**config.mk**
```make
export PLATFORM = sky130hd
export DESIGN_NAME = seg7_scan_mux_flat
export DESIGN_NICKNAME = d
export VERILOG_FILES = /design/src/rtl/seg7_scan_mux_if.sv /design/src/rtl/seg7_scan_mux.sv /design/src/flat_wrapper.sv
export SDC_FILE = /design/constraint.sdc
export NUM_CORES = 1
export LEC_CHECK = 0
export ABC_AREA = 1
export CAP_MARGIN = 15
export CELL_PAD_IN_SITES_DETAIL_PLACEMENT = 0
export CELL_PAD_IN_SITES_GLOBAL_PLACEMENT = 1
export CORE_MARGIN = 2
export CORE_UTILIZATION = 42
export DETAILED_ROUTE_END_ITERATION = 10
export DONT_BUFFER_PORTS = 1
export PLACE_DENSITY = 0.73
export SLEW_MARGIN = 30
export SYNTH_ARGS = -nofsm -noshare
export SYNTH_HDL_FRONTEND = slang
export SYNTH_SLANG_ARGS = --single-unit
```
**constraint.sdc**
```tcl
create_clock -name clk -period 1.6 [get_ports clk]
set_input_delay 0.32 -clock clk [delete_from_list [all_inputs] [get_ports clk]]
set_output_delay 0.32 -clock clk [all_outputs]
set_load 0.05 [all_outputs]
```
**src/rtl/seg7_scan_mux_if.sv**
```systemverilog
// Digit-in / pin-out bundle for the 4-digit 7-segment scan driver.
// master: the digit source and pin observer; slave: seg7_scan_mux.
`timescale 1ns/1ps

interface seg7_scan_mux_if;
    logic [3:0] ones;
    logic [3:0] tens;
    logic [3:0] hundreds;
    logic [3:0] thousands;
    logic [3:0] dp_en;
    logic [3:0] an;
    logic [6:0] seg;
    logic       dp;
    logic       frame_start;

    modport master (
        output ones, tens, hundreds, thousands, dp_en,
        input  an, seg, dp, frame_start
    );

    modport slave (
        input  ones, tens, hundreds, thousands, dp_en,
        output an, seg, dp, frame_start
    );
endinterface

```
**src/rtl/seg7_scan_mux.sv**
```systemverilog
// Time-multiplexed 4-digit 7-segment driver with per-slot blanking guard and per-frame snapshot.
// Define SEG7_LZ_BLANK_EN to enable leading-zero blanking on the shadow digits.
`timescale 1ns/1ps

module seg7_scan_mux #(
    parameter int unsigned REFRESH_DIV  = 25000,
    parameter int unsigned BLANK_CYCLES = 64,
    parameter bit          ACTIVE_LOW   = 1'b1
) (
    input logic            clk,
    input logic            rst_n,
    seg7_scan_mux_if.slave bus
);

    localparam int unsigned   CW        = $clog2(REFRESH_DIV);
    localparam logic [CW-1:0] CNT_LAST  = CW'(REFRESH_DIV - 1);
    localparam logic [CW-1:0] CNT_BLANK = CW'(BLANK_CYCLES);

    logic [CW-1:0]   cnt;
    logic [1:0]      slot;
    logic [3:0][3:0] shadow;
    logic [3:0]      shadow_dp;

    logic       slot_end;
    logic       frame_end;
    logic       lz_blank;
    logic       show;
    logic [3:0] an_on;
    logic [6:0] seg_on;
    logic       dp_on;

    function automatic logic [6:0] decode(input logic [3:0] d);
        logic [6:0] s;
        case (d)
            4'd0:    s = 7'h3F;
            4'd1:    s = 7'h06;
            4'd2:    s = 7'h5B;
            4'd3:    s = 7'h4F;
            4'd4:    s = 7'h66;
            4'd5:    s = 7'h6D;
            4'd6:    s = 7'h7D;
            4'd7:    s = 7'h07;
            4'd8:    s = 7'h7F;
            4'd9:    s = 7'h6F;
            default: s = 7'h40;
        endcase
        return s;
    endfunction

    assign slot_end  = (cnt == CNT_LAST);
    assign frame_end = slot_end && (slot == 2'd3);

`ifdef SEG7_LZ_BLANK_EN
    // A digit is a leading zero when it and every more-significant digit are zero.
    always_comb begin
        lz_blank = 1'b0;
        unique case (slot)
            2'd3:    lz_blank = (shadow[3] == 4'd0);
            2'd2:    lz_blank = (shadow[3] == 4'd0) && (shadow[2] == 4'd0);
            2'd1:    lz_blank = (shadow[3] == 4'd0) && (shadow[2] == 4'd0) && (shadow[1] == 4'd0);
            default: lz_blank = 1'b0;
        endcase
    end
`else
    assign lz_blank = 1'b0;
`endif

    always_comb begin
        show   = (cnt >= CNT_BLANK) && !lz_blank;
        an_on  = 4'h0;
        seg_on = 7'h00;
        dp_on  = 1'b0;
        if (show) begin
            an_on  = 4'b0001 << slot;
            seg_on = decode(shadow[slot]);
            dp_on  = shadow_dp[slot];
        end
    end

    always_ff @(posedge clk or negedge rst_n) begin
        if (!rst_n) begin
            cnt             <= '0;
            slot            <= 2'd0;
            shadow          <= '0;
            shadow_dp       <= 4'h0;
            bus.an          <= {4{ACTIVE_LOW}};
            bus.seg         <= {7{ACTIVE_LOW}};
            bus.dp          <= ACTIVE_LOW;
            bus.frame_start <= 1'b0;
        end else begin
            cnt <= slot_end ? '0 : cnt + CW'(1);
            if (slot_end) begin
                slot <= slot + 2'd1;
            end
            // Inputs are sampled only here so a counter carry can never tear a frame.
            if (frame_end) begin
                shadow    <= {bus.thousands, bus.hundreds, bus.tens, bus.ones};
                shadow_dp <= bus.dp_en;
            end
            bus.an          <= an_on  ^ {4{ACTIVE_LOW}};
            bus.seg         <= seg_on ^ {7{ACTIVE_LOW}};
            bus.dp          <= dp_on  ^ ACTIVE_LOW;
            bus.frame_start <= frame_end;
        end
    end

endmodule

```
**src/flat_wrapper.sv**
```systemverilog
// flat-port wrapper written by rule: the top's interface ports become plain ports
module seg7_scan_mux_flat 
#(
    parameter int unsigned REFRESH_DIV  = 25000,
    parameter int unsigned BLANK_CYCLES = 64,
    parameter bit          ACTIVE_LOW   = 1'b1
)
  (clk, rst_n, bus_ones, bus_tens, bus_hundreds, bus_thousands, bus_dp_en, bus_an, bus_seg, bus_dp, bus_frame_start);
  seg7_scan_mux_if bus_i ();
  input logic clk;
  input logic rst_n;
  input wire logic [$bits(bus_i.ones)-1:0] bus_ones;
  input wire logic [$bits(bus_i.tens)-1:0] bus_tens;
  input wire logic [$bits(bus_i.hundreds)-1:0] bus_hundreds;
  input wire logic [$bits(bus_i.thousands)-1:0] bus_thousands;
  input wire logic [$bits(bus_i.dp_en)-1:0] bus_dp_en;
  output wire logic [$bits(bus_i.an)-1:0] bus_an;
  output wire logic [$bits(bus_i.seg)-1:0] bus_seg;
  output wire logic [$bits(bus_i.dp)-1:0] bus_dp;
  output wire logic [$bits(bus_i.frame_start)-1:0] bus_frame_start;
  assign bus_i.ones = bus_ones;
  assign bus_i.tens = bus_tens;
  assign bus_i.hundreds = bus_hundreds;
  assign bus_i.thousands = bus_thousands;
  assign bus_i.dp_en = bus_dp_en;
  assign bus_an = bus_i.an;
  assign bus_seg = bus_i.seg;
  assign bus_dp = bus_i.dp;
  assign bus_frame_start = bus_i.frame_start;
  seg7_scan_mux #(.REFRESH_DIV(REFRESH_DIV), .BLANK_CYCLES(BLANK_CYCLES), .ACTIVE_LOW(ACTIVE_LOW)) u_core (.clk(clk), .rst_n(rst_n), .bus(bus_i));
endmodule
```
==> results.md <==
* Initial drt markers at 103
* Area grow syn2layout at 15.1%
* Clock sink count at 50
* Synthesized area per cell at a little over 8 sq um
* Worst EP required at 1860 ps
* Largest net degree at the start of global routing at 51
* Critical path class: reg2reg
* Crit. End Element: register
* Via count at 1989
* Utilization after layout at around half
* GRT Util Overall at between 10% and 20%
* First-pass GRT wire length at 9.27 mm
* Least-Margin Pin Slew at between 400 and 500 ps
* Max-Cap Viols at 0
* Switching Share at 21.5%
* Sequential area share after synthesis at 50.9%
* Die area at 6560 sq um
* Yosys warning total at 0
* Post-Layout Cell Count at 399
* Dpl cells at 388
* Peak Freq at 670 MHz
* Final worst-path cycle share at about 93%
* Placer Congestion at 0.858
* Syn Nets at 340
* Static Leakage at ~0.0014 uW
* Setup crit end: u_core.bus.seg[3]
* Clk slew on worst S/H paths at approximately 100 ps
* Ys flop type: dfrtp_1
* Worst hold-check path type: in2reg
* Footprint of the multi-input gates at 1080 sq um
* Reg2reg setup slack at 110 ps
* Die Y at approximately 81 microns
* Slew Viols, Final at 0
* Antenna Cells at 0
* Cts bufs inserted at 5
* Ys async rst share at 100%
* Final setup fails at 0
* Cell-internal power at 1750 uW
* Clock Power Share at 41.7%
* Final Hold Fails at 0
* Non-Filler Cell Area, Final at 2870 sq um
* CTS tree: yes
* Worst R2R Path Depth at 8
* Reg area at 1270 sq um
* Clk_lat worst skew at 310 ps
* Reg-to-Reg Start: u_core.slot[0]
* Crit path launch: u_core.slot[0]
* Status: finished clean
* Vias in the first global route at 1898
* P_sw at 478 uW
* H-tree depth at 2
* Share of cells above drive strength 1 at 15.7%
* CTS max path bufs at 2
* DP Wirelength at ~3.8 mm
* VDD IR-drop max at 404 uV
* P per Cell Area at approximately 780 nW/um^2
* Initial DRT Pass Iterations at 4
* CP cell instances: buf_6 -> nand2_1 -> a32oi_2 -> inv_2 -> ha_1 -> nand3_1 -> nand3_1 -> nand3_1
* I/O Pins at 35
* EDFF count, synth at 0
* Routed wire per std cell at 13.4 microns
* Crit-path max FO at 6
* Layout filler cell count at about 590
* Drt total wl at 5.36 mm
* Syn Std Cell Area at around 2500 sq um
* Detail Route Antenna Nets at 0
* Period minus WS final at 1490 ps
* PortBufs at 0
* Clock Tree Root: clkbuf_8
* Worst reg2reg endpoint: u_core.bus.seg[3]
* Dominant cell type by area after synthesis: dfrtp_1
* Grt ovf at 0
* Yosys cell types at 21
* Seq cells post-synth at 50
* Initial antenna violation count at 0
* CORE AREA at 5820 sq um
* CP arrival at 1750 ps
* Startpoint Class: register
* Share of the synthesized area in the top cell type at 38.2%
* Rows at 28
* Top cell by count, worst path: nand3_1
* Initial Utilization at 42.8%
* DRC viols at 0
* Synth top area cells: dfrtp_1 (38%), nand2_1 (16%), dfstp_2 (13%)
* Placed inst area at 2680 sq um
* Rel. slew slack at between 60% and 70%
* Comb pwr share at 1.5%
* Sequential share of power at between 50% and 60%
* Clock Skews at 9.69 ps
* Max stage delay on crit path at 400 ps
* Post-Syn Instances at 307
* Final Total Pwr at about 2200 uW
* Die X-Extent at 81.0 microns
* Vias per inst at 4.98
* Setup TNS at 0 ps
* Worst path slowest cell: dfrtp_1
* Final net count at 356
## worst min path at each step
stage,start,endpoint,slack (ps),cells after the start
after detailed placement,rst_n,u_core.cnt[4],30,0
after CTS,bus_tens[2],u_core.shadow[6],130,2
after global placement,rst_n,u_core.cnt[4],30,0
after global routing,bus_thousands[2],u_core.shadow[14],130,2
after floorplan,rst_n,u_core.bus.frame_start,20,0
final,bus_ones[3],u_core.shadow[3],150,2
## registers in the layout, indices dropped and copies added (netlist names)
signal and cells:
u_core.shadow 16, u_core.cnt 15, u_core.bus.seg 7, u_core.bus.an 4
u_core.shadow_dp 4, u_core.slot 2, u_core.bus.dp 1, u_core.bus.frame_start 1
## layout make-up
type | instances | area share, %
Sequential cell | 50 | 44.2
Multi-Input combinational cell | 214 | 37.6
Timing Repair Buffer | 20 | 6.72
Inverter | 32 | 4.19
Tap cell | 75 | 3.28
Clock buffer | 5 | 2.40
Clock inverter | 3 | 1.66
## kinds of logic after synthesis
family                     after synthesis  synth area share, %
DFF                                     50                 50.9
buffers and inverters                   43                 6.88
AOI/OAI and AO/OA                       15                 3.27
adders and majority gates               11                 5.53
xor gates and xnor gates                 4                 1.41
and+or+nand+nor                        184                 32.1
## cell usage in the layout, fill, tap and decap left out, drive strengths merged
| master | synthesis | final |
|---|---|---|
| nand2 | 104 | 104 |
| dfrtp | 38 | 38 |
| inv | 32 | 33 |
| nor2 | 29 | 29 |
| nand3 | 27 | 27 |
| nand4 | 22 | 22 |
| buf | 8 | 19 |
| dfstp | 12 | 12 |
| ha | 11 | 11 |
| o21ai | 7 | 7 |
| clkbuf | 3 | 5 |
| a21oi | 5 | 5 |
| xor2 | 3 | 3 |
| o22ai | 2 | 2 |
| nor3 | 2 | 2 |
| a32oi | 1 | 1 |
| xnor2 | 1 | 1 |
| clkinv | 0 | 1 |
| bufinv | 0 | 1 |
| dlygate4sd3 | 0 | 1 |
## Yosys cell counts, types with 2 or more instances
library cell / count
a21oi_1: 5
buf_2: 8
clkbuf_1: 3
dfrtp_1: 38
dfstp_2: 12
ha_1: 11
inv_1: 31
nand2_1: 103
nand3_1: 27
nand4_1: 22
nor2_1: 28
o21ai_0: 7
o22ai_1: 2
xor2_1: 3
## critical path: cells and delay by family (launching register included)
family                     cells  cell delay, ps
AOI/OAI and AO/OA              1             230
adders and majority gates      1             290
buffers and inverters          2             210
DFF                            1             400
and+or+nand+nor                4             300
## through the flow
step	hold WS, ps	worst slack [ps]
finish	148	108
CTS	135	50.3
detailed placement	26.4	75.5
floorplan	24.4	11.5
global route	134	-11.1
global placement	26.4	87.4
## layer usage
layer / vias up / track usage (%) / routed length (microns)
met1: 923 / 27.2 / 2700
met5: - / 0 / 0
met2: 50 / 27.5 / 2360
met3: 4 / 4.11 / 240
li1: 1012 / - / -
met4: 0 / 5.59 / 63
## power by group through the flow
stage | combinational, uW | sequential [uW] | clock, uW
after floorplan | 0.00409 | 1290 | 0
after global placement | 0.00413 | 1290 | 0
after detailed placement | 0.00413 | 1290 | 0
after CTS | 36.4 | 1260 | 960
after global routing | 40.0 | 1260 | 1010
final | 33.1 | 1260 | 928
## repair_timing
action / 4_1_cts / 5_1_grt
hold buffers: 2 / 0
endpoints found under the hold margin: 50 / 0
setup buffers: 0 / 1
resized for setup: 0 / 9
setup endpoints to repair: 0 / 15
Note: power is estimated with default switching activity, not from simulation.
